===== config.mk =====
export PLATFORM = sky130hd
export DESIGN_NAME = subtractor_serial_ctrl
export DESIGN_NICKNAME = d
export VERILOG_FILES = /design/src/rtl/subtractor_serial_ctrl.sv
export SDC_FILE = /design/constraint.sdc
export NUM_CORES = 1
export LEC_CHECK = 0
export CORE_MARGIN = 4
export CORE_UTILIZATION = 54
export CTS_CLUSTER_SIZE = 20
export DETAILED_ROUTE_END_ITERATION = 10
export GPL_TIMING_DRIVEN = 0
export PLACE_DENSITY = 0.9
export SETUP_SLACK_MARGIN = 0.5
export SLEW_MARGIN = 10
export SYNTH_ARGS = -nofsm -noshare
export SYNTH_HDL_FRONTEND = slang
export SYNTH_SLANG_ARGS = --single-unit

===== constraint.sdc =====
create_clock -name clk -period 3.4 [get_ports clk]
set_clock_uncertainty 0.15 [all_clocks]
set_input_delay 0.34 -clock clk [delete_from_list [all_inputs] [get_ports clk]]
set_output_delay 0.34 -clock clk [all_outputs]
set_load 0.05 [all_outputs]

===== src/rtl/subtractor_serial_ctrl.sv =====
// subtractor_serial_ctrl: bit-serial a - b, one borrow-chained bit-slice per clock, LSB first, with start/busy/done handshake
module subtractor_serial_ctrl #(
    parameter int WIDTH = 8,
    parameter int CNT_W = $clog2(WIDTH)
) (
    input  logic             clk,
    input  logic             rst_n,
    input  logic             start,
    input  logic [WIDTH-1:0] a,
    input  logic [WIDTH-1:0] b,
    output logic             busy,
    output logic             done,
    output logic [WIDTH-1:0] diff,
    output logic             borrow_out
);
    typedef enum logic [1:0] {IDLE, RUN, DONE} state_t;
    state_t state_q, state_d;
    logic [CNT_W-1:0] cnt_q, cnt_d;
    logic [WIDTH-1:0] a_q, a_d, b_q, b_d, diff_q, diff_d;
    logic br_q, br_d, borrow_out_q, borrow_out_d, busy_q, busy_d, done_q, done_d;
    logic a_i, b_i, d_i, br_nxt;
    always_comb begin
        a_i = a_q[cnt_q];
        b_i = b_q[cnt_q];
        d_i = a_i ^ b_i ^ br_q;
        br_nxt = (~a_i & b_i) | (~(a_i ^ b_i) & br_q);
        state_d = state_q;
        cnt_d = cnt_q;
        a_d = a_q;
        b_d = b_q;
        br_d = br_q;
        diff_d = diff_q;
        borrow_out_d = borrow_out_q;
        case (state_q)
            IDLE: if (start) begin
                a_d = a;
                b_d = b;
                cnt_d = '0;
                br_d = 1'b0;
                diff_d = '0;
                state_d = RUN;
            end
            RUN: begin
                diff_d[cnt_q] = d_i;
                br_d = br_nxt;
                if (cnt_q == CNT_W'(WIDTH - 1)) begin
                    borrow_out_d = br_nxt;
                    state_d = DONE;
                end else begin
                    cnt_d = cnt_q + 1'b1;
                end
            end
            default: state_d = IDLE;
        endcase
        busy_d = state_d == RUN;
        done_d = state_d == DONE;
    end
    always_ff @(posedge clk) begin
        if (!rst_n) begin
            state_q <= IDLE;
            cnt_q <= '0;
            a_q <= '0;
            b_q <= '0;
            br_q <= 1'b0;
            diff_q <= '0;
            borrow_out_q <= 1'b0;
            busy_q <= 1'b0;
            done_q <= 1'b0;
        end else begin
            state_q <= state_d;
            cnt_q <= cnt_d;
            a_q <= a_d;
            b_q <= b_d;
            br_q <= br_d;
            diff_q <= diff_d;
            borrow_out_q <= borrow_out_d;
            busy_q <= busy_d;
            done_q <= done_d;
        end
    end
    assign busy = busy_q;
    assign done = done_q;
    assign diff = diff_q;
    assign borrow_out = borrow_out_q;
endmodule

==> impl_metrics.env <==
export IMPL_hpwl_mm=2.53
export IMPL_overflow=0
export IMPL_rsz0062_at_grt="no"
export IMPL_antenna_found_initial=0
export IMPL_synthAdderAreaFrac_pct=2.90
export IMPL_synth_mux_area_share_pct=2.58
export IMPL_r2r_slack_ns=0.92
export IMPL_pre_cts_ws_ns=0.950
export IMPL_layout_drive_gt1_share_pct=9.30
export IMPL_ys_seq_area_share_pct=42.6
export IMPL_die_w_um=61.6
export IMPL_area_growth_pct=24.8
export IMPL_r2r_start="cnt_q[2]"
export IMPL_cts_setup_buffers=0
export IMPL_grt_pass1_vias=1298
export IMPL_syn_area_per_cell_um2=8.67
export IMPL_synth_cell_types=38
export IMPL_numClockSinks=33
export IMPL_ant_nets=0
export IMPL_crit_type="flop to flop"
export IMPL_grt_use_total_pct=20.1
export IMPL_gp_congestion=0.848
export IMPL_slowest_delay_ns=0.48
export IMPL_cts_resized=0
export IMPL_rows=19
export IMPL_crit_slowest_cell="fa_1"
export IMPL_worstSetupEndpoint="diff[2]"
export IMPL_synth_top_family_by_area="simple AND/OR/NAND/NOR gates"
export IMPL_wire_per_inst_um=14.1
export IMPL_finalHoldViolations=0
export IMPL_syn_area_um2=1550
export IMPL_die_area_um2=3790
export IMPL_outcome="completed"
export IMPL_path_cells="buf_2 -> nor2b_1 -> a22oi_1 -> o2bb2ai_1 -> fa_1 -> nand4b_1 -> nor2_1 -> a32o_1"
export IMPL_final_common_cell="nand2_1"
export IMPL_ys_warn_count=0
export IMPL_vias=1378
export IMPL_worstPathRequired_ns=3.48
export IMPL_nets=237
export IMPL_io_buffers=29
export IMPL_fin_crit_sh_pct=73.0
export IMPL_firstDrtPassIters=4
export IMPL_routed_via_density=5.60
export IMPL_cts_buffers=5
export IMPL_postSynthCellCount=179
export IMPL_multiInputGateArea_um2=773
export IMPL_tightest_slew_ns=0.498
export IMPL_synth_seq_cells=33
export IMPL_die_y_um=61.6
export IMPL_setup_violations_final=0
export IMPL_grt_pass1_wl_mm=5.58
export IMPL_r2r_cells=8
export IMPL_worstPathMaxFanout=10
export IMPL_seq_area_um2=661
export IMPL_max_freq_mhz=403
export IMPL_place_area_um2=1880
export IMPL_relSlewSlack_pct=66.7
export IMPL_cts_root_buf="clkbuf_4"
export IMPL_ir_drop_uv=352
export IMPL_layout_common_cells="nand2_1 (39), dfxtp_1 (33), clkdlybuf4s50_1 (29)"
export IMPL_synth_xor_area_share_pct=0
export IMPL_cts_buffer_depth=2
export IMPL_powerDensity_nw_per_um2=395
export IMPL_critPathLaunchType="flop"
export IMPL_drtIter0Drc=60
export IMPL_coreArea_um2=2760
export IMPL_final_cell_area_um2=1940
export IMPL_synth_compound_area_share_pct=21.1
export IMPL_setup_slack_ns=0.917
export IMPL_drcViolationCount=0
export IMPL_fin_tns_setup_ns=0
export IMPL_fin_crit_ns=2.48
export IMPL_cts_clk_slew_worst_paths_ns=0.09
export IMPL_crit_start="cnt_q[2]"
export IMPL_start_util_pct=56.3
export IMPL_cap_viol_max_count=0
export IMPL_cts_hold_fix_buffers=0
export IMPL_reg2reg_to="diff[2]"
export IMPL_place_inst=239
export IMPL_grt_max_degree=11
export IMPL_clk_latency_ns=0.34
export IMPL_ios=30
export IMPL_wl_mm=3.47
export IMPL_total_leakage_power_nw=0.705
export IMPL_synthSimpleGateAreaFrac_pct=23.2
export IMPL_crit_arrival_ns=2.57
export IMPL_cts_tree="built"
export IMPL_final_cells=246
export IMPL_syn_nets=201
export IMPL_crit_path_end_kind="flop"
export IMPL_hold_path_class="flop to flop"
export IMPL_antennaDiodeCount=0
export IMPL_n_fill_cell=232
export IMPL_cts_max_level=2
export IMPL_drv_slew=0
-- critical path, delay by kind of cell (launching register included) --
kind | cells | cell delay, ns
AO/OA/AOI/OAI | 3 | 0.58
buffers and inverters | 1 | 0.22
flip-flops | 1 | 0.37
AND/OR/NAND/NOR | 3 | 0.58
adder cells (fa/ha/maj) | 1 | 0.48
-- metal layers --
layer	routed length, um	vias to the layer above	share of wire [%]	global-route usage [%]
met1	1550	619	45	23.9
li1	-	702	-	-
met2	1630	54	47	33.2
met4	30	0	0.86	6.97
met3	260	3	7.5	7.34
met5	0	-	0	0
-- cells by family (layout without fill, tap and decap cells) --
group	Yosys count	count (layout)
AND/OR/NAND/NOR	69	69
AO/OA/AOI/OAI	52	52
adder cells (fa/ha/maj)	3	3
buffers and inverters	18	54
flip-flops	33	33
multiplexers	4	4
-- power by group --
| group | total (W) | leakage (nW) | switching, W | internal [W] |
|---|---|---|---|---|
| Sequential | 0.000412 | 0.269 | 0.00000932 | 0.000402 |
| Clock | 0.000221 | 0.0314 | 0.000124 | 0.0000975 |
| Combinational | 0.000132 | 0.404 | 0.0000694 | 0.0000624 |
-- flip-flops by register name (all words and copies together) (netlist names) --
register    count
a_q             8
b_q             8
diff            8
cnt_q           3
state_q         2
borrow_out      1
br_q            1
busy            1
done            1
-- metrics by stage --
stage               util, %  power [W]  hold WS [ns]
floorplan                 -   0.000506         0.286
global placement       68.2   0.000547         0.295
detailed placement     68.2   0.000551         0.298
CTS                    70.2   0.000764         0.311
global route           70.2   0.000797         0.329
finish                 70.2   0.000765         0.310
-- synthesized netlist by cell type --
library cell	n	area share (%)
a21oi_1	26	8.4
a22o_1	1	0.56
a22oi_1	2	0.97
a2bb2oi_1	1	0.56
a311oi_1	1	0.56
a31oi_1	2	0.81
a32o_1	4	2.6
and2b_1	1	0.48
and3_1	2	0.81
buf_2	4	1.3
buf_6	6	4.4
clkbuf_1	4	0.97
dfxtp_1	33	43
fa_1	1	1.3
ha_1	2	1.6
inv_1	4	0.97
mux2i_1	4	2.6
nand2_1	39	9.4
nand2b_1	2	0.81
nand3_1	3	0.97
nand3b_1	5	2.4
nand4_1	1	0.40
nand4_2	1	0.81
nand4b_1	1	0.56
nor2_1	4	0.97
nor2b_1	2	0.81
nor3_1	1	0.32
nor3b_1	4	1.9
nor3b_4	1	1.2
o211ai_1	2	0.97
o21ai_0	6	1.9
o21ba_2	1	0.65
o21bai_1	1	0.48
o22ai_1	1	0.40
o2bb2ai_1	2	1.1
o32ai_1	2	1.1
or3b_1	1	0.56
or3b_4	1	0.73
-- worst min path at each step --
| stage | from | end | slack [ns] | cells past startpoint |
|---|---|---|---|---|
| floorplan | a_q[0] | a_q[0] | 0.29 | 2 |
| global placement | b_q[0] | b_q[0] | 0.30 | 2 |
| detailed placement | a_q[3] | a_q[3] | 0.30 | 2 |
| CTS | a_q[3] | a_q[3] | 0.31 | 2 |
| global route | a_q[3] | a_q[3] | 0.33 | 2 |
| finish | a_q[3] | a_q[3] | 0.31 | 2 |
-- layout make-up --
type / instances / share of cell area [%]
inverter: 4 / 0.776
sequential: 33 / 34.1
buffer: 14 / 5.30
timing repair buffer: 29 / 15.0
multi-input combinational: 128 / 39.9
tap: 31 / 2.00
clock buffer: 7 / 2.84
(Power assumes the default switching activity.)
